**config.mk**
```make
export PLATFORM = sky130hd
export DESIGN_NAME = ice_bus_arbiter
export DESIGN_NICKNAME = d
export VERILOG_FILES = /design/src/rtl/ice_bus_arbiter.sv
export SDC_FILE = /design/constraint.sdc
export NUM_CORES = 1
export LEC_CHECK = 0
export CORE_MARGIN = 5
export CORE_UTILIZATION = 52
export DETAILED_ROUTE_END_ITERATION = 12
export GPL_TIMING_DRIVEN = 0
export PLACE_DENSITY = 0.77
export SLEW_MARGIN = 0
export SYNTH_ARGS = -nofsm -noshare
export SYNTH_HDL_FRONTEND = slang
export SYNTH_SLANG_ARGS = --single-unit
```
**constraint.sdc**
```tcl
create_clock -name clk -period 11.1 [get_ports clk]
set_input_delay 3.33 -clock clk [delete_from_list [all_inputs] [get_ports clk]]
set_output_delay 3.33 -clock clk [all_outputs]
set_load 0.02 [all_outputs]
```
**src/rtl/ice_bus_arbiter.sv**
```systemverilog
`default_nettype none
// ============================================================================
//  Module   : ice_bus_arbiter
//  Brief    : Shared slave-bus arbiter with fixed-priority / round-robin
//             selection, grant hold until tail, and a lockout watchdog.
//  Revision : 1.0 - initial release
// ============================================================================
module ice_bus_arbiter #(
    parameter int NUM_DEV   = 7,
    parameter int IDX_W     = 3,
    parameter int TIMEOUT_W = 16
) (
    input  logic                 clk,
    input  logic                 reset,
    input  logic [NUM_DEV-1:0]   sl_arb_request,
    input  logic                 sl_latch_tail,
    input  logic                 arb_mode,
    input  logic [TIMEOUT_W-1:0] timeout_cycles,
    output logic [NUM_DEV-1:0]   sl_arb_grant,
    output logic                 arb_busy,
    output logic [IDX_W-1:0]     arb_owner,
    output logic                 arb_timeout,
    output logic [NUM_DEV-1:0]   arb_lockout
);

    localparam logic [1:0] c_ST_IDLE  = 2'd0;
    localparam logic [1:0] c_ST_GRANT = 2'd1;
    localparam logic [1:0] c_ST_TURN  = 2'd2;

    localparam logic [NUM_DEV-1:0] c_ONE_HOT0 = NUM_DEV'(1);
    localparam logic [IDX_W-1:0]   c_LAST_IDX = IDX_W'(NUM_DEV - 1);

    logic [1:0]           r_state;
    logic [NUM_DEV-1:0]   r_req;
    logic [NUM_DEV-1:0]   r_grant;
    logic                 r_busy;
    logic [IDX_W-1:0]     r_owner;
    logic                 r_timeout;
    logic [NUM_DEV-1:0]   r_lockout;
    logic [IDX_W-1:0]     r_rr_ptr;
    logic [TIMEOUT_W-1:0] r_count;

    logic [NUM_DEV-1:0]   w_eligible;
    logic [IDX_W-1:0]     w_fp_idx;
    logic [IDX_W-1:0]     w_rr_idx;
    logic [IDX_W-1:0]     w_win_idx;
    logic [NUM_DEV-1:0]   w_win_onehot;
    logic [IDX_W-1:0]     w_ptr_next;
    logic                 w_release;
    logic                 w_wd_fire;
    logic [NUM_DEV-1:0]   w_lock_set;
    int                   w_dist;
    int                   w_rr_best;

    // Arbitration works on the registered request so a new request costs one
    // sampling edge before it can win.
    assign w_eligible = r_req & ~r_lockout;

    always_comb begin
        w_fp_idx = '0;
        for (int i = NUM_DEV - 1; i >= 0; i--) begin
            if (w_eligible[i]) begin
                w_fp_idx = IDX_W'(i);
            end
        end
    end

    // Round-robin: the eligible device with the smallest forward distance
    // from the pointer (modulo NUM_DEV) wins.
    always_comb begin
        w_rr_idx  = '0;
        w_rr_best = NUM_DEV;
        w_dist    = 0;
        for (int i = 0; i < NUM_DEV; i++) begin
            w_dist = i - int'(r_rr_ptr);
            if (w_dist < 0) begin
                w_dist = w_dist + NUM_DEV;
            end
            if (w_eligible[i] && (w_dist < w_rr_best)) begin
                w_rr_best = w_dist;
                w_rr_idx  = IDX_W'(i);
            end
        end
    end

    assign w_win_idx    = arb_mode ? w_rr_idx : w_fp_idx;
    assign w_win_onehot = c_ONE_HOT0 << w_win_idx;
    assign w_ptr_next   = (w_win_idx >= c_LAST_IDX) ? '0 : (w_win_idx + IDX_W'(1));

    // The owner's live request is picked out through its grant bit.
    assign w_release  = sl_latch_tail | ~(|(sl_arb_request & r_grant));
    assign w_wd_fire  = (r_state == c_ST_GRANT) && (timeout_cycles != '0) &&
                        (r_count == timeout_cycles) && !w_release;
    assign w_lock_set = w_wd_fire ? r_grant : '0;

    always_ff @(posedge clk) begin
        if (!reset) begin
            r_state   <= c_ST_IDLE;
            r_req     <= '0;
            r_grant   <= '0;
            r_busy    <= 1'b0;
            r_owner   <= '0;
            r_timeout <= 1'b0;
            r_lockout <= '0;
            r_rr_ptr  <= '0;
            r_count   <= '0;
        end else begin
            r_req     <= sl_arb_request;
            r_timeout <= 1'b0;
            r_lockout <= (r_lockout | w_lock_set) & sl_arb_request;
            case (r_state)
                c_ST_IDLE: begin
                    if (|w_eligible) begin
                        r_grant <= w_win_onehot;
                        r_busy  <= 1'b1;
                        r_owner <= w_win_idx;
                        r_count <= TIMEOUT_W'(1);
                        if (arb_mode) begin
                            r_rr_ptr <= w_ptr_next;
                        end
                        r_state <= c_ST_GRANT;
                    end
                end
                c_ST_GRANT: begin
                    if (w_release) begin
                        r_grant <= '0;
                        r_busy  <= 1'b0;
                        r_state <= c_ST_TURN;
                    end else if (w_wd_fire) begin
                        r_grant   <= '0;
                        r_busy    <= 1'b0;
                        r_timeout <= 1'b1;
                        r_state   <= c_ST_TURN;
                    end else if (r_count != '1) begin
                        r_count <= r_count + TIMEOUT_W'(1);
                    end
                end
                c_ST_TURN: begin
                    r_state <= c_ST_IDLE;
                end
                default: begin
                    r_state <= c_ST_IDLE;
                end
            endcase
        end
    end

    assign sl_arb_grant = r_grant;
    assign arb_busy     = r_busy;
    assign arb_owner    = r_owner;
    assign arb_timeout  = r_timeout;
    assign arb_lockout  = r_lockout;

endmodule
`default_nettype wire

```
==> implementation parameters, run 1 <==
Parameter                              Value

Die
  Vertical die dimension ... approximately 100 um
  Ports ... 46
  Die Footprint ... 9900 um2
  Core Box Area ... ~8000 um2
  Number of rows in the core area ... 32
  Die X-Extent ... around 100 um
  Starting Density ... between 50% and 60%

Yosys
  Synthesis-stage register bit count ... 47
  Mean cell area of the mapped netlist ... between 7 and 8 um2
  Number of instances in the synthesized netlist ... approximately 520
  Count of synthesis-stage warnings from yosys ... 0
  Top_reg_cell synth ... dfxtp_1
  Post-synthesis sequential area ratio ... ~23%
  Count of different cell masters after synthesis ... 83
  Post-Synthesis Cell Area ... 4170 um2
  Number of flops mapped to enable cells by yosys ... 0
  Net count after synthesis ... roughly 600
  Share of async-settable or async-resettable flops after synthesis ... 0%

Clock network
  TritonCTS buffer count ... 5
  Clock Root Buffer ... clkbuf_8
  TritonCTS clock tree ... yes
  Sink count of the clock tree ... 47
  Hold-fix buffer count after cts ... 0
  Level count of the clock H-tree ... 2
  Register clock-pin slew on the reported worst setup and hold paths ... 0.09 ns
  Buffers from clock root to sink, at most ... 2
  Clock latency of the later-clocked register in the worst-skew pair ... roughly 0.31 ns

Worst hold path
  Terminating pin of the worst hold path ... sl_arb_grant[2]
  Path type of the worst min-delay path ... flip-flop to flip-flop
  Min-Delay Startpoint ... sl_arb_grant[2]
  Number of cells on the worst hold path ... 2

Setup path
  Crit-path most repeated cell ... ha_4
  Data arrival time of the critical path ... 11.15 ns
  Startpoint of the lowest-slack register-to-register path ... r_rr_ptr[1]
  Critical-path maximum fanout ... 7
  Worst reg2reg setup slack ... around 0.16 ns
  Type of origin of the critical path ... flip-flop
  FF-to-FF path depth ... 56
  Path type of the worst setup path ... flip-flop to flip-flop
  Endpoint of the most critical register-to-register path ... r_rr_ptr[2]
  Type of destination of the critical path ... flip-flop
  Peak per-stage delay on the critical path ... 0.49 ns
  Req. time, crit path ... ~11 ns
  Critical-path cell with the highest stage delay ... or4bb_4

Layout
  Most common cell after layout, fill and taps aside ... clkdlybuf4s50_1
  Area of the multi-input gates ... roughly 3500 um2
  Register area ... 952 um2
  Final-stage net count ... ~680
  Relative area change from synthesis to final layout ... 35.0%
  Leading cell types in the layout, fill and taps excluded ... 45 x clkdlybuf4s50_1, 44 x dfxtp_1, 39 x buf_4, 36 x nand2_1, 34 x nor2_1
  Number of filler instances in the final layout ... about 600
  Antenna diode count ... 0
  Final design area excluding fillers ... approximately 5600 um2
  Share of the core filled with cells in the final layout ... between 70% and 80%
  Share of layout cells above drive strength 1 ... 23.7%

Drt
  Iteration count of the initial detailed-routing pass ... 5
  Vias ... roughly 4.4k
  Drt total wl ... around 13000 um
  Antenna Violating Nets Remaining ... 0
  Iteration-0 DRC count of the detailed router ... 250
  WL/cell ... ~18 um
  Number of remaining DRC errors ... 0
  Detailed-route vias per instance ... 6.16

STA
  Post-Route Skew ... roughly 0.012 ns
  Fin. max-slew vios ... 0
  Post-route setup TNS ... 0 ns
  Unrepaired setup endpoints after global routing ... yes
  Maximum achievable frequency ... 91.4 MHz
  Slew at the pin closest to its max-slew limit ... slightly above 0.7 ns
  Final period demand of the worst path ... about 11 ns
  Number of hold-slack violations in the final timing report ... 0
  Total of endpoints with negative setup slack in the final report ... 0
  Post-layout worst setup margin ... between 0.15 and 0.2 ns
  Final Cycle Share ... 98.6%
  Worst slew margin relative to its limit ... 52.1%

Global route
  Maximum number of pins on one net before global-route repair ... 15
  Initial antenna violation count ... 0
  Wire length of the first global-routing pass ... about 21000 um
  GRT Resource Usage Total ... between 20% and 30%
  Number of global-route vias before repair ... between 4k and 5k
  GR Overflow Total ... 0

Run
  MaxCap Viol Count ... 0

Power
  Clk network pwr share ... between 15 and 20%
  Static power due to leakage ... approximately 2.1 nW
  Cell Pwr Density ... approximately 130 nW/um2
  Internal power summed over all cells ... 438 uW
  Share of power burned in registers ... between 20% and 30%
  Sw Ratio ... about two fifths
  Overall power consumption ... 747 uW
  Power dissipated by switching net loads ... between 300 and 400 uW
  Worst-case vdd ir drop ... between 0.00009 and 0.0001 V
  Combinational share of power ... 58.5%

Status
  Outcome ... finished clean

Place
  HPWL after detailed placement ... 9080 um
  Cell area reported after detailed placement ... roughly 4800 um2
  Port bufs ... 45
  Place WS ... -1.35 ns
  GPL Wtd Cong ... 0.906
power groups by stage:
stage / Sequential, mW / Clock [mW] / Combinational, mW
after global placement: 0.189 / 0 / 0.322
after detailed placement: 0.190 / 0 / 0.330
after global routing: 0.187 / 0.134 / 0.471
after floorplan: 0.193 / 0 / 0.244
after CTS: 0.185 / 0.124 / 0.378
final: 0.185 / 0.125 / 0.437
worst max-delay path by stage:
stage,start,to
after CTS,r_rr_ptr[0],r_rr_ptr[2]
after global routing,r_rr_ptr[1],r_rr_ptr[2]
after floorplan,r_rr_ptr[0],r_rr_ptr[2]
after global placement,r_rr_ptr[2],r_rr_ptr[2]
after detailed placement,r_rr_ptr[2],r_rr_ptr[2]
final,r_rr_ptr[1],r_rr_ptr[2]
state kept, by name, indices dropped and copies added, names as in the netlist:
| signal | cells |
|---|---|
| arb_timeout | 1 |
| r_state | 2 |
| arb_busy | 1 |
| arb_lockout | 7 |
| r_count | 16 |
| r_rr_ptr | 3 |
| arb_owner | 3 |
| r_req | 7 |
| sl_arb_grant | 7 |
synth_stat cells, types with 6 or more instances:
cell | count | area [um2]
a21boi_0 | 6 | 45.0
a21o_1 | 6 | 45.0
a21oi_1 | 23 | 115
a32o_1 | 6 | 60.1
and2_1 | 13 | 81.3
and3_1 | 10 | 62.6
clkbuf_1 | 8 | 30.0
dfxtp_1 | 47 | 941
ha_1 | 34 | 425
inv_1 | 21 | 78.8
nand2_1 | 40 | 150
nand2b_1 | 13 | 81.3
nand3_1 | 17 | 85.1
nand4_1 | 9 | 56.3
nor2_1 | 40 | 150
nor2b_1 | 25 | 156
nor3_1 | 10 | 50.1
nor4_1 | 9 | 56.3
o21a_1 | 6 | 45.0
o21ai_0 | 29 | 145
o21ai_1 | 7 | 35.0
or3_1 | 7 | 43.8
xnor2_1 | 23 | 201
xor2_1 | 15 | 131
worst max-delay path: cells and delay by family (launching register included):
kind	cells	cell delay, ns
AO/OA/AOI/OAI	21	3.85
adder cells (fa/ha/maj)	10	2.34
buffers and inverters	6	0.54
flip-flops	1	0.37
multiplexers	2	0.64
AND/OR/NAND/NOR	17	3.11
cell families after synthesis:
| kind of cell | Yosys count | synth area share [%] |
|---|---|---|
| other | 1 | 0.0900 |
| AND/OR/NAND/NOR | 208 | 26.8 |
| AO/OA/AOI/OAI | 147 | 26.0 |
| buffers and inverters | 41 | 4.26 |
| multiplexers | 8 | 2.04 |
| XOR/XNOR | 38 | 7.99 |
| adder cells (fa/ha/maj) | 34 | 10.2 |
| flip-flops | 47 | 22.6 |
what timing repair did:
| item | 4_1_cts | 5_1_grt |
|---|---|---|
| endpoints found under the hold margin | 0 | 0 |
| setup buffers | 33 | 9 |
| setup endpoints to repair | 13 | 13 |
| resized for setup | 40 | 47 |
| pin swaps | 31 | 38 |
| gates cloned | 0 | 0 |
layer usage:
metal / part of all wire (%) / wire length (um) / vias to the layer above / track usage [%]
met1: 42 / 5340 / 2101 / 31.2
met5: 0 / 0 / - / 0
met4: 2.6 / 335 / 0 / 9.98
li1: - / - / 2093 / -
met2: 50 / 6390 / 191 / 45.0
met3: 5.7 / 730 / 34 / 4.07
per-stage QoR:
stage | hold WS, ns | instances
5_1_grt | 0.519 | 717
6_report | 0.491 | 717
4_1_cts | 0.487 | 710
3_5_place_dp | 0.458 | 671
3_3_place_gp | 0.463 | 671
2_1_floorplan | 0.472 | 524
final cells by class:
class                      count  share of cell area (%)
clock buffer                   5                    1.22
multi-input combinational    436                    62.2
tap                          102                    2.27
sequential                    47                    16.9
timing repair buffer          87                    13.8
buffer                        14                    1.13
inverter                      24                    1.80
clock inverter                 2                   0.667
Power figures use the tool's default switching activity.
==> run 2: changes to the inputs <==
- SKIP_LAST_GASP: default -> 1
==> implementation parameters, run 2 (synthesized netlist as in run 1, its figures left out) <==
Parameter                              Value

Clock network
  Sink count of the clock tree ... 47 (unchanged)
  Register clock-pin slew on the reported worst setup and hold paths ... 0.09 ns (about the same)
  Clock Root Buffer ... clkbuf_8
  Level count of the clock H-tree ... 2 (unchanged)
  TritonCTS buffer count ... 5 (unchanged)
  Hold-fix buffer count after cts ... 0 (unchanged)
  Clock latency of the later-clocked register in the worst-skew pair ... 0.31 ns (about the same)
  TritonCTS clock tree ... yes
  Buffers from clock root to sink, at most ... 2 (unchanged)

Setup path
  Count of buffer and inverter cells on the critical path ... 6 (unchanged)
  Peak per-stage delay on the critical path ... 0.49 ns (about the same)
  Crit-path most repeated cell ... ha_4
  Path type of the worst setup path ... flip-flop to flip-flop
  Type of destination of the critical path ... flip-flop
  Req. time, crit path ... 11.31 ns (about the same)
  Critical-path cell with the highest stage delay ... or4bb_4
  Data arrival time of the critical path ... 11.15 ns (about the same)
  Type of origin of the critical path ... flip-flop
  CP delay by family, top ... compound AO/OA/AOI/OAI gates
  Critical-path maximum fanout ... 7 (unchanged)

Global route
  Initial antenna violation count ... 0 (unchanged)
  GR Overflow Total ... 0 (unchanged)
  Maximum number of pins on one net before global-route repair ... 15 (unchanged)
  Wire length of the first global-routing pass ... 21000 um (unchanged)
  Number of global-route vias before repair ... 4442 (unchanged)
  GRT Resource Usage Total ... 25.6% (unchanged)

STA
  Final period demand of the worst path ... 10.94 ns (+0.00150 ns)
  Fin. max-slew vios ... 0 (unchanged)
  Post-Route Skew ... 0.0117 ns (+0.000148 ns)
  Unrepaired setup endpoints after global routing ... yes
  Worst slew margin relative to its limit ... 52.1% (about the same)
  Post-layout worst setup margin ... 0.156 ns (-0.00150 ns)
  Final worst hold slack ... 0.491 ns (+0.0000500 ns)
  Post-route setup TNS ... 0 ns (unchanged)
  Number of hold-slack violations in the final timing report ... 0 (unchanged)
  Total of endpoints with negative setup slack in the final report ... 0 (unchanged)
  Slew at the pin closest to its max-slew limit ... 0.713 ns (-0.0000215 ns)
  Final Cycle Share ... 98.6% (about the same)
  Maximum achievable frequency ... 91.4 MHz (about the same)

Power
  Sw Ratio ... 41.3% (about the same)
  Worst-case vdd ir drop ... 0.0000904 V (about the same)
  Share of power burned in registers ... 24.9% (about the same)
  Overall power consumption ... 746 uW (-0.13%)
  Internal power summed over all cells ... 438 uW (-0.13%)
  Combinational share of power ... 58.4% (about the same)
  Static power due to leakage ... 2.10 nW (about the same)
  Clk network pwr share ... 16.7% (about the same)
  Cell Pwr Density ... 133 nW/um2 (-0.13%)
  Power dissipated by switching net loads ... 308 uW (-0.15%)

Place
  Cell area reported after detailed placement ... 4810 um2 (unchanged)
  Place WS ... -1.35 ns (unchanged)
  Port bufs ... 45 (unchanged)
  HPWL after detailed placement ... 9080 um (unchanged)
  GPL Wtd Cong ... 0.906 (unchanged)

Layout
  Final-stage net count ... 676 (unchanged)
  Top register by number of flip-flops ... r_count
  Flip-flop count of the largest register, all copies and words added ... 16 (unchanged)
  Relative area change from synthesis to final layout ... 35.0% (unchanged)
  Share of layout cells above drive strength 1 ... 23.6% (-0.16 points)
  Antenna diode count ... 0 (unchanged)
  Most common cell after layout, fill and taps aside ... clkdlybuf4s50_1
  Leading cell types in the layout, fill and taps excluded ... 45 x clkdlybuf4s50_1, 44 x dfxtp_1, 39 x buf_4, 36 x nand2_1, 34 x nor2_1
  Final design area excluding fillers ... 5630 um2 (unchanged)

Run
  MaxCap Viol Count ... 0 (unchanged)

Drt
  WL/cell ... 17.8 um (about the same)
  Iteration count of the initial detailed-routing pass ... 5 (unchanged)
  Detailed-route vias per instance ... 6.18 (+0.20%)
  Antenna Violating Nets Remaining ... 0 (unchanged)
  Iteration-0 DRC count of the detailed router ... 243 (-2.8%)
  Drt total wl ... 12800 um (about the same)
  Number of remaining DRC errors ... 0 (unchanged)
  Vias ... 4428 (+0.20%)

Die
  Core Box Area ... 7770 um2 (unchanged)
  Die X-Extent ... 99.5 um (unchanged)
  Vertical die dimension ... 99.5 um (unchanged)
  Die Footprint ... 9900 um2 (unchanged)
  Ports ... 46 (unchanged)
  Number of rows in the core area ... 32 (unchanged)
  Starting Density ... 53.6% (unchanged)

Status
  Outcome ... finished clean

Worst hold path
  Path type of the worst min-delay path ... flip-flop to flip-flop
==> run 2: cell count changes in the layout (fill, tap and decap cells not counted) <==
cell   change
inv_1      +1
inv_2      -1
==> run 2: worst register-to-register path: cells and delay by family, from the launching register on <==
kind	cells	cell delay (ns)
AND/OR/NAND/NOR	17	3.11
AO/OA/AOI/OAI	21	3.85
adder cells (fa/ha/maj)	10	2.34
flip-flops	1	0.37
buffers and inverters	6	0.54
multiplexers	2	0.64
==> run 2: worst paths after layout <==
kind	from	end	slack [ns]	depth (start not counted)
setup / recovery	r_rr_ptr[1]	r_rr_ptr[2]	0.16	56
hold / removal	sl_arb_grant[2]	sl_arb_grant[2]	0.49	2
setup reg to reg	r_rr_ptr[1]	r_rr_ptr[2]	0.16	56
hold reg to reg	sl_arb_grant[2]	sl_arb_grant[2]	0.49	2
==> run 2: final cells by class <==
| cell class | count | area [um2] |
|---|---|---|
| Tap cell | 102 | 128 |
| Timing Repair Buffer | 87 | 777 |
| Fill cell | 599 | 2140 |
| Clock buffer | 5 | 68.8 |
| Multi-Input combinational cell | 436 | 3500 |
| Sequential cell | 47 | 952 |
| Clock inverter | 2 | 37.5 |
| Buffer | 14 | 63.8 |
| Inverter | 24 | 101 |
==> run 2: routing by layer <==
metal  track usage, %  vias up  part of all wire [%]
li1                 -     2093                     -
met1             31.2     2105                    42
met2             45.0      194                    50
met3             4.07       36                   5.7
met4             9.98        0                   2.6
met5                0        -                     0
==> run 2: what timing repair did <==
item                       4_1_cts  5_1_grt
pin swaps                       31       38
setup buffers                   33        9
setup endpoints to repair       13       13
gates cloned                     0        0
resized for setup               40       46
==> run 2: through the flow <==
| stage | std cells | utilization, % |
|---|---|---|
| 5_1_grt | 717 | 72.4 |
| 3_3_place_gp | 671 | 62.0 |
| 4_1_cts | 710 | 68.7 |
| 6_report | 717 | 72.4 |
| 2_1_floorplan | 524 | - |
| 3_5_place_dp | 671 | 62.0 |
==> run 2: power groups by stage <==
stage / Clock (mW) / Sequential [mW] / Combinational (mW)
after CTS: 0.124 / 0.185 / 0.378
after global placement: 0 / 0.189 / 0.322
final: 0.125 / 0.185 / 0.436
after global routing: 0.134 / 0.187 / 0.471
after detailed placement: 0 / 0.190 / 0.330
after floorplan: 0 / 0.193 / 0.244
==> run 3: changes to the inputs <==
- PLACE_DENSITY: 0.77 -> default
- PLACE_DENSITY_LB_ADDON: default -> 0.15
==> implementation parameters, run 3 (synthesized netlist as in run 1, its figures left out) <==
Parameter                              Value

Clock network
  Clock latency of the later-clocked register in the worst-skew pair ... 0.30 ns (about the same)
  Buffers from clock root to sink, at most ... 2 (unchanged)
  TritonCTS clock tree ... yes
  TritonCTS buffer count ... 5 (unchanged)
  Register clock-pin slew on the reported worst setup and hold paths ... 0.09 ns (about the same)
  Clock Root Buffer ... clkbuf_8
  Hold-fix buffer count after cts ... 0 (unchanged)
  Sink count of the clock tree ... 47 (unchanged)
  Level count of the clock H-tree ... 2 (unchanged)

Drt
  Top layer used by detailed routing ... met4
  Drt total wl ... 12800 um (-0.13%)
  Detailed-routed wire length on met2 ... 6240 um (-2.2%)
  Iteration-0 DRC count of the detailed router ... 228 (-6.2%)
  Vias ... 4380 (-1.1%)
  Total met3 wirelength after detailed routing ... 637 um (-13%)
  Post-Route M1 WL ... 5420 um (+1.6%)
  Number of remaining DRC errors ... 0 (unchanged)
  Detailed-route vias per instance ... 6.06 (-1.9%)
  WL/cell ... 17.7 um (-0.95%)
  Antenna Violating Nets Remaining ... 0 (unchanged)
  Iteration count of the initial detailed-routing pass ... 7 (+2)

Place
  GPL Wtd Cong ... 0.884 (-2.4%)
  Instance count after placement with tap cells included ... 671 (unchanged)
  Place WS ... -1.19 ns (+0.166 ns)
  HPWL after detailed placement ... 8750 um (-3.6%)
  Port bufs ... 45 (unchanged)

Layout
  Top register by number of flip-flops ... r_count
  Most common cell after layout, fill and taps aside ... clkdlybuf4s50_1
  Non-Filler Instances ... 723 (+0.84%)
  Flip-flop count of the largest register, all copies and words added ... 16 (unchanged)
  Leading cell types in the layout, fill and taps excluded ... 45 x clkdlybuf4s50_1, 44 x dfxtp_1, 44 x buf_4, 36 x nand2_1, 34 x nor2_1
  Relative area change from synthesis to final layout ... 37.1%
  Antenna diode count ... 0 (unchanged)
  Share of the core filled with cells in the final layout ... 73.6% (+1.1 points)
  Number of filler instances in the final layout ... 582 (-2.8%)
  Share of layout cells above drive strength 1 ... 23.7% (+0.094 points)
  Final-stage net count ... 681 (+0.74%)

STA
  Final period demand of the worst path ... 10.96 ns (+0.0202 ns)
  Maximum achievable frequency ... 91.2 MHz (-0.18%)
  Post-Route Skew ... 0.00802 ns (-0.00366 ns)
  Post-layout worst setup margin ... 0.136 ns (-0.0202 ns)
  Total of endpoints with negative setup slack in the final report ... 0 (unchanged)
  Final Cycle Share ... 98.8% (+0.18 points)
  Final worst hold slack ... 0.468 ns (-0.0238 ns)
  Fin. max-slew vios ... 0 (unchanged)
  Unrepaired setup endpoints after global routing ... yes
  Worst slew margin relative to its limit ... 49.2% (-2.8 points)
  Slew at the pin closest to its max-slew limit ... 0.757 ns (+0.0435 ns)
  Number of hold-slack violations in the final timing report ... 0 (unchanged)

Power
  Static power due to leakage ... 2.16 nW (+2.9%)
  Worst-case vdd ir drop ... 0.000109 V (+21%)
  Overall power consumption ... 778 uW (+4.3%)
  Cell Pwr Density ... 136 nW/um2 (+2.7%)

Global route
  Initial antenna violation count ... 0 (unchanged)
  Wire length of the first global-routing pass ... 19800 um (-6.1%)
  Maximum number of pins on one net before global-route repair ... 16 (+1)
  GRT Resource Usage Total ... 24.0% (-1.6 points)
  GR Overflow Total ... 0 (unchanged)
  Number of global-route vias before repair ... 4199 (-5.5%)

Setup path
  Req. time, crit path ... 11.30 ns (about the same)
  Critical-path cell with the highest stage delay ... or4bb_1
  Type of origin of the critical path ... flip-flop
  Data arrival time of the critical path ... 11.16 ns (about the same)
  Peak per-stage delay on the critical path ... 0.45 ns (-0.04 ns)
  Path type of the worst setup path ... flip-flop to flip-flop
  Crit-path most repeated cell ... ha_4
  Type of destination of the critical path ... flip-flop
  Critical-path maximum fanout ... 5 (-2)

Die
  Die X-Extent ... 99.5 um (unchanged)
  Ports ... 46 (unchanged)
  Vertical die dimension ... 99.5 um (unchanged)
  Number of rows in the core area ... 32 (unchanged)
  Starting Density ... 53.6% (unchanged)
  Core Box Area ... 7770 um2 (unchanged)
  Die Footprint ... 9900 um2 (unchanged)

Status
  Outcome ... finished clean

Worst hold path
  Path type of the worst min-delay path ... flip-flop to flip-flop

Run
  MaxCap Viol Count ... 0 (unchanged)
-- run 3: repair_timing --
item	4_1_cts	5_1_grt
buffers inserted	29	17
hold endpoints to repair	0	0
resized for setup	42	43
endpoints found under the setup margin	13	12
pin swaps	27	48
-- run 3: power by group --
part           internal [mW]  switching [mW]
clock network         0.0898          0.0579
logic                  0.199           0.247
registers              0.178         0.00753
-- run 3: path summary, 6_finish.rpt --
kind	start	endpoint	slack, ns	depth (start not counted)
setup / recovery	r_rr_ptr[1]	r_rr_ptr[2]	0.14	57
hold / removal	arb_owner[1]	arb_owner[1]	0.47	2
setup reg to reg	r_rr_ptr[1]	r_rr_ptr[2]	0.14	57
hold reg to reg	arb_owner[1]	arb_owner[1]	0.47	2
-- run 3: cell type report --
type | count | area (um2) | area share (%)
clock buffer | 5 | 68.8 | 1.20
clock inverter | 3 | 67.6 | 1.18
tap | 102 | 128 | 2.23
sequential | 47 | 950 | 16.6
buffer | 15 | 75.1 | 1.31
inverter | 24 | 101 | 1.77
timing repair buffer | 91 | 803 | 14.1
multi-input combinational | 436 | 3520 | 61.6
-- run 3: routing by layer --
metal | up-vias | global-route usage [%]
met4 | 0 | 9.24
li1 | 2102 | -
met1 | 2050 | 30.2
met2 | 176 | 41.9
met5 | - | 0
met3 | 52 | 2.73
-- run 3: worst max-delay path: cells and delay by family (launching register included) --
kind	cells	cell delay [ns]
multiplexers	2	0.53
adder cells (fa/ha/maj)	10	2.28
AND/OR/NAND/NOR	21	3.71
AO/OA/AOI/OAI	19	3.40
buffers and inverters	5	0.53
flip-flops	1	0.37
-- run 3: per-stage QoR --
stage / TNS (ns) / instance area, um2
2_1_floorplan: 0 / 4240
3_3_place_gp: -9.14 / 4810
3_5_place_dp: -11.19 / 4810
4_1_cts: 0 / 5380
5_1_grt: -1.44 / 5710
6_report: 0 / 5710
